--- src/rtl/fetch_stage.sv ---
// Instruction fetch stage: PC register, single-outstanding imem request, IF/ID register.
// Optional FETCH_MISALIGN_CHECK_EN adds the fetch_misalign output and a HALT state.
module fetch_stage #(
  parameter int unsigned     XLEN      = 32,
  parameter logic [XLEN-1:0] RESET_PC  = '0,
  parameter logic [31:0]     NOP_INSTR = 32'h0000_0013
) (
  input  logic            clk,
  input  logic            rst,
  output logic            imem_req_valid,
  input  logic            imem_req_ready,
  output logic [XLEN-1:0] imem_req_addr,
  input  logic            imem_rsp_valid,
  input  logic [31:0]     imem_rsp_data,
  input  logic            stall,
  input  logic            redirect_valid,
  input  logic [XLEN-1:0] redirect_pc,
`ifdef FETCH_MISALIGN_CHECK_EN
  output logic            fetch_misalign,
`endif
  output logic            if_id_valid,
  output logic [XLEN-1:0] if_id_pc,
  output logic [XLEN-1:0] if_id_pc_plus4,
  output logic [31:0]     if_id_instr,
  output logic [6:0]      if_id_opcode
);

  typedef enum logic [2:0] {
    IDLE,
    REQ,
    WAIT,
    HOLD,
    DRAIN
`ifdef FETCH_MISALIGN_CHECK_EN
    , HALT
`endif
  } state_t;

  state_t          state, state_next;
  logic [XLEN-1:0] pc, pc_next;
  logic [31:0]     skid_instr;
  logic            skid_load;
  logic            load;
  logic [31:0]     load_instr;
  logic            flush;
  logic            busy;
  logic            redirect_take;
  logic [XLEN-1:0] redir_pc;
`ifdef FETCH_MISALIGN_CHECK_EN
  logic            misalign_set;
`endif

  assign imem_req_valid = (state == REQ);
  assign imem_req_addr  = pc;
  assign if_id_opcode   = if_id_instr[6:0];
  assign redir_pc       = redirect_pc & ~XLEN'(3);

  always_comb begin
    state_next    = state;
    pc_next       = pc;
    load          = 1'b0;
    load_instr    = imem_rsp_data;
    skid_load     = 1'b0;
    flush         = 1'b0;
    redirect_take = redirect_valid;
`ifdef FETCH_MISALIGN_CHECK_EN
    misalign_set  = 1'b0;
    if (state == HALT) redirect_take = 1'b0;
`endif
    // A request is still outstanding if it handshakes now or its response has not arrived.
    busy = ((state == REQ) && imem_req_ready) ||
           (((state == WAIT) || (state == DRAIN)) && !imem_rsp_valid);

    case (state)
      IDLE: state_next = REQ;
      REQ:  if (imem_req_ready) state_next = WAIT;
      WAIT: begin
        if (imem_rsp_valid) begin
          if (stall) begin
            skid_load  = 1'b1;
            state_next = HOLD;
          end else begin
            load       = 1'b1;
            pc_next    = pc + XLEN'(4);
            state_next = REQ;
          end
        end
      end
      HOLD: begin
        if (!stall) begin
          load       = 1'b1;
          load_instr = skid_instr;
          pc_next    = pc + XLEN'(4);
          state_next = REQ;
        end
      end
      DRAIN: begin
`ifdef FETCH_MISALIGN_CHECK_EN
        if (imem_rsp_valid) state_next = fetch_misalign ? HALT : REQ;
`else
        if (imem_rsp_valid) state_next = REQ;
`endif
      end
`ifdef FETCH_MISALIGN_CHECK_EN
      HALT: state_next = HALT;
`endif
      default: state_next = IDLE;
    endcase

    if (redirect_take) begin
      flush      = 1'b1;
      load       = 1'b0;
      skid_load  = 1'b0;
      pc_next    = redir_pc;
      state_next = (state == IDLE) ? IDLE : (busy ? DRAIN : REQ);
`ifdef FETCH_MISALIGN_CHECK_EN
      if (redirect_pc[1:0] != 2'b00) begin
        misalign_set = 1'b1;
        pc_next      = pc;
        state_next   = busy ? DRAIN : HALT;
      end
`endif
    end
  end

  always_ff @(posedge clk) begin
    if (rst) begin
      state <= IDLE;
      pc    <= RESET_PC;
    end else begin
      state <= state_next;
      pc    <= pc_next;
    end
  end

  always_ff @(posedge clk) begin
    if (skid_load) skid_instr <= imem_rsp_data;
  end

`ifdef FETCH_MISALIGN_CHECK_EN
  always_ff @(posedge clk) begin
    if (rst)               fetch_misalign <= 1'b0;
    else if (misalign_set) fetch_misalign <= 1'b1;
  end
`endif

  always_ff @(posedge clk) begin
    if (rst) begin
      if_id_valid    <= 1'b0;
      if_id_pc       <= '0;
      if_id_pc_plus4 <= XLEN'(4);
      if_id_instr    <= NOP_INSTR;
    end else if (flush) begin
      if_id_valid <= 1'b0;
      if_id_instr <= NOP_INSTR;
    end else if (!stall) begin
      if_id_valid <= load;
      if (load) begin
        if_id_pc       <= pc;
        if_id_pc_plus4 <= pc + XLEN'(4);
        if_id_instr    <= load_instr;
      end
    end
  end

endmodule

--- config.mk ---
export PLATFORM = sky130hd
export DESIGN_NAME = fetch_stage
export DESIGN_NICKNAME = d
export VERILOG_FILES = /design/src/rtl/fetch_stage.sv
export SDC_FILE = /design/constraint.sdc
export NUM_CORES = 1
export LEC_CHECK = 0
export CORE_ASPECT_RATIO = 1.25
export CORE_UTILIZATION = 45
export CTS_CLUSTER_DIAMETER = 80
export DETAILED_ROUTE_END_ITERATION = 8
export DONT_BUFFER_PORTS = 1
export PLACE_DENSITY = 0.67
export SETUP_SLACK_MARGIN = 0.02
export SLEW_MARGIN = 20
export SYNTH_ARGS = -nofsm -noshare
export SYNTH_HDL_FRONTEND = slang
export SYNTH_SLANG_ARGS = --single-unit
--- constraint.sdc ---
create_clock -name clk -period 5.9 [get_ports clk]
set_input_delay 0 -clock clk [delete_from_list [all_inputs] [get_ports clk]]
set_output_delay 0 -clock clk [all_outputs]
set_load 0.03 [all_outputs]
==> flow_results.org <==
** Global route
- Wire length of the first global-routing pass :: 27300 um
- Antenna violations before repair :: 0
- Entering global routing, the biggest net connects 94 pins.
- Total global-route track usage :: approximately 22%
- Gr ovfl total :: 0
- Number of global-route vias before repair :: approximately 5300

** Synthesis
- Ranked by total cell area, the synthesized netlist is headed by sky130_fd_sc_hd__dfxtp_1 (37%), sky130_fd_sc_hd__edfxtp_1 (14%), sky130_fd_sc_hd__a211oi_1 (8.4%).
- In this run, distinct cell masters in the synthesized netlist total 47.
- Top cell type by total area after synthesis :: sky130_fd_sc_hd__dfxtp_1
- The share of synthesized area in the top cell type comes to 36.7%.
- After synthesis, flip-flops and latches occupy 50.7% of the total area.
- Most common flop cell mapped by yosys :: sky130_fd_sc_hd__dfxtp_1
- After synthesis the netlist holds a flip-flop and latch count of roughly 160.
- Average footprint of a synthesized cell :: between 9 and 10 um^2
- Yosys mapped a number of flops with a built-in enable equal to 32.
- Synth async-reset ratio :: 0%
- The mapped netlist covers just under 7000 um^2.
- Synthesis handed over a netlist of 730 instances.
- Synth warnings :: 0

** Floorplan
- Row Count :: 50
- Chip Width :: between 100 and 150 um
- In this run the standard cell core region covers between 10000 and 15000 um^2.
- The die covers approximately 16000 um^2.
- Die height :: 140 um
- During I/O placement, the number of pins put on the boundary was slightly above 200.
- The initial utilization of the core area, before any placement, comes to 45.9%.

** Job
- Across the run, the number of max-cap violations was 0.

** Critical path
- The endpoint identified for the worst register-to-register timing path is if_id_pc_plus4[26].
- Slowest cell on the critical path :: sky130_fd_sc_hd__nor2_1
- The worst register-to-register path begins at imem_req_addr[3].
- Largest stage delay on the critical path :: between 0.7 and 0.8 ns
- The most critical setup path has its startpoint at imem_req_addr[3].
- For the worst setup path, the data required time is 6.23 ns.
- Sort of element at the end of the critical path :: register
- Kind of critical path :: register to register
- Counting both buffers and inverters, the worst setup path holds a total of 0.
- The worst register-to-register path has a depth of 6.
- In this run the worst path has a maximum fanout of 8.
- Arr. time, crit path :: 3.08 ns
- STA classifies the critical path startpoint as a register.
- The most critical setup path has its endpoint at if_id_pc_plus4[26].
- Delay-heaviest family, CP :: simple AND/OR/NAND/NOR gates
- Critical path cell sequence :: ha_1 -> nand3_1 -> nor2_1 -> nand4_1 -> xor2_1 -> a211oi_1
- Counting buffers and inverters, the worst setup path is 6 cells deep.
- Across all register-to-register paths, the minimum setup slack is 3.15 ns.

** Placed design
- Once detailed placement completed, the half-perimeter wirelength came to 11300 um.
- GPL Wtd Cong :: ~0.80
- Count of input and output buffers :: 0
- After detailed placement, the total cell area comes to 6810 um^2.

** Timing
- Measured against its own limit, the worst slew margin works out to about a third.
- Number of max-slew violations in the final report :: 0
- Min Clock Period, post-route :: 2.75 ns
- In the final timing run, aggregate negative setup slack is 0 ns.
- Finish-stage setup viols :: 0
- Unrepaired setup endpoints after global routing :: no
- After layout, the worst path uses approximately 47% of the clock period.
- Derived from the worst setup path, the maximum achievable clock frequency is 364 MHz.
- Final Hold Vio Count :: 0
- Measured slew at the worst slew-check pin :: a little over 1 ns
- Setup Skew :: 0.00695 ns

** Route
- Detail Route met2 WL :: 8780 um
- The routed design has 17400 um of wire.
- In the routed layout, each cell is associated on average with a via count of ~5.7.
- Signal routing reaches up to met4.
- Via count :: 5364
- Violation count after the first detailed-routing iteration :: 359
- Post-detailed-route count of antenna-violating nets :: 0
- In the final routed layout, each cell accounts on average for 18.4 um.
- Number of optimization iterations in the first detailed-route pass :: 5
- # DRC :: 0
- Metal3 WL :: 1260 um
- The detailed router put a total of 6950 um of wire on met1.

** Worst hold path
- In this run the worst hold path is classified as input pin to register.
- The startpoint identified for the worst hold timing path is redirect_valid.
- The worst hold path passes through 2 cells.

** Clock tree
- TritonCTS clock tree :: done
- In this run, post-CTS repair resized a total of 0 instances.
- The H-tree was split into 4 levels.
- The clock drives 158 sinks.
- Counting the buffers created by CTS gives 17.
- # Post-CTS Setup Buffers :: 0
- Maximum count of clock buffers along a single path :: 2
- Skew-Pair Late Insertion Delay :: 0.42 ns
- CTS Hold Bufs :: 71
- Clock-pin slew was measured on the worst setup and hold paths at 0.06 ns.
- The root buffer cell chosen for the clock tree is sky130_fd_sc_hd__clkbuf_16.

** Finish
- Relative to the synthesized area, the layout overhead comes to 18.0%.
- The repair_antennas step left the layout with diodes totalling 0.
- Layout cells sized above 1 :: 6.91%
- Fill cells :: between 1000 and 1500
- After routing the design area is just over 8000 um^2.
- Final Net Count :: between 800 and 900

** Power and ir drop
- Static leakage :: 2.86 nW
- Peak supply drop :: 0.156 mV
- PwrDens :: about 300 nW/um^2

** Outcome
- Outcome :: finished, final reports clean
[per-layer routing]
layer / track usage [%] / vias up
met5: 0 / -
met4: 10.1 / 0
met3: 6.79 / 25
met2: 38.6 / 195
met1: 25.0 / 2547
li1: - / 2597
[metrics by stage]
step | setup WS, ns | hold WS, ns | cells | power, mW | utilization [%]
2_1_floorplan | 1.50 | 0.0989 | 735 | 1.32 | -
3_3_place_gp | 3.21 | 0.0836 | 846 | 1.33 | 45.6
3_5_place_dp | 3.19 | 0.0860 | 846 | 1.33 | 45.6
4_1_cts | 3.14 | 0.0748 | 949 | 2.42 | 54.2
5_1_grt | 2.89 | 0.0859 | 949 | 2.49 | 54.2
6_report | 3.15 | 0.0893 | 949 | 2.41 | 54.2
[area by class of cell]
| cell class | count | area, um^2 | area share [%] |
|---|---|---|---|
| clock buffers | 23 | 479 | 5.91 |
| clock inverters | 9 | 83.8 | 1.03 |
| multi-input cells | 495 | 3040 | 37.5 |
| inverters | 5 | 18.8 | 0.232 |
| well taps | 182 | 228 | 2.81 |
| repair buffers | 77 | 773 | 9.54 |
| flip-flops and latches | 158 | 3480 | 43.0 |
[Yosys cell counts, types with 2 or more instances]
cell	number
sky130_fd_sc_hd__nand2b_1	4
sky130_fd_sc_hd__o211ai_1	4
sky130_fd_sc_hd__nor4_1	5
sky130_fd_sc_hd__a21oi_1	41
sky130_fd_sc_hd__a211oi_1	77
sky130_fd_sc_hd__nor4_4	2
sky130_fd_sc_hd__or2_2	4
sky130_fd_sc_hd__or3_1	5
sky130_fd_sc_hd__xnor2_1	20
sky130_fd_sc_hd__clkbuf_1	37
sky130_fd_sc_hd__nand3_1	19
sky130_fd_sc_hd__inv_1	5
sky130_fd_sc_hd__and3_1	6
sky130_fd_sc_hd__o21ai_0	8
sky130_fd_sc_hd__a311oi_1	4
sky130_fd_sc_hd__nand2_1	91
sky130_fd_sc_hd__mux2i_1	33
sky130_fd_sc_hd__nor3_1	5
sky130_fd_sc_hd__nand4_4	2
sky130_fd_sc_hd__buf_4	13
sky130_fd_sc_hd__and2_1	3
sky130_fd_sc_hd__xor2_1	32
sky130_fd_sc_hd__nand4_1	11
sky130_fd_sc_hd__buf_2	22
sky130_fd_sc_hd__nor3_2	2
sky130_fd_sc_hd__nor2_1	93
sky130_fd_sc_hd__edfxtp_1	32
sky130_fd_sc_hd__dfxtp_1	126
sky130_fd_sc_hd__nor4_2	2
sky130_fd_sc_hd__buf_1	5
[cell families after synthesis]
kind of cell / after synthesis / share of synthesized area [%]
buf+inv: 82 / 5.59
xor+xnor: 52 / 6.63
flops: 158 / 50.7
simple gates: 261 / 18.1
other cells: 1 / 0.0546
compound gates: 142 / 13.9
mux: 33 / 4.81
fa+ha+maj: 1 / 0.182
[power breakdown]
part           leakage (nW)  switching (mW)  internal [mW]
Sequential             1.31          0.0811           1.12
Clock                 0.273           0.429          0.616
Combinational          1.28          0.0842         0.0750
Total                  2.86           0.594           1.81
[how the worst min path moves through the flow]
stage,slack [ns],to
finish,0.09,skid_instr[13]
global route,0.09,skid_instr[13]
CTS,0.07,skid_instr[13]
detailed placement,0.09,if_id_pc[22]
global placement,0.08,if_id_pc[26]
floorplan,0.1,skid_instr[0]
[registers in the layout, summed over array words and instances, names as in the netlist]
name,flops
if_id_instr,32
skid_instr,32
if_id_pc,30
if_id_pc_plus4,30
imem_req_addr,30
state,3
if_id_valid,1
[cells in the final DEF (no fill, tap or decap), types with 8 or more instances in the layout]
cell type and n:
sky130_fd_sc_hd__xor2_1 32, sky130_fd_sc_hd__edfxtp_1 32, sky130_fd_sc_hd__mux2i_1 33, sky130_fd_sc_hd__nor2_1 92, sky130_fd_sc_hd__nand4_1 11, sky130_fd_sc_hd__a211oi_1 77, sky130_fd_sc_hd__dfxtp_1 126, sky130_fd_sc_hd__clkbuf_16 18
sky130_fd_sc_hd__nand3_1 19, sky130_fd_sc_hd__o21ai_0 8, sky130_fd_sc_hd__a21oi_1 41, sky130_fd_sc_hd__dlygate4sd3_1 70, sky130_fd_sc_hd__nand2_1 91, sky130_fd_sc_hd__xnor2_1 20
(Power assumes the default switching activity.)
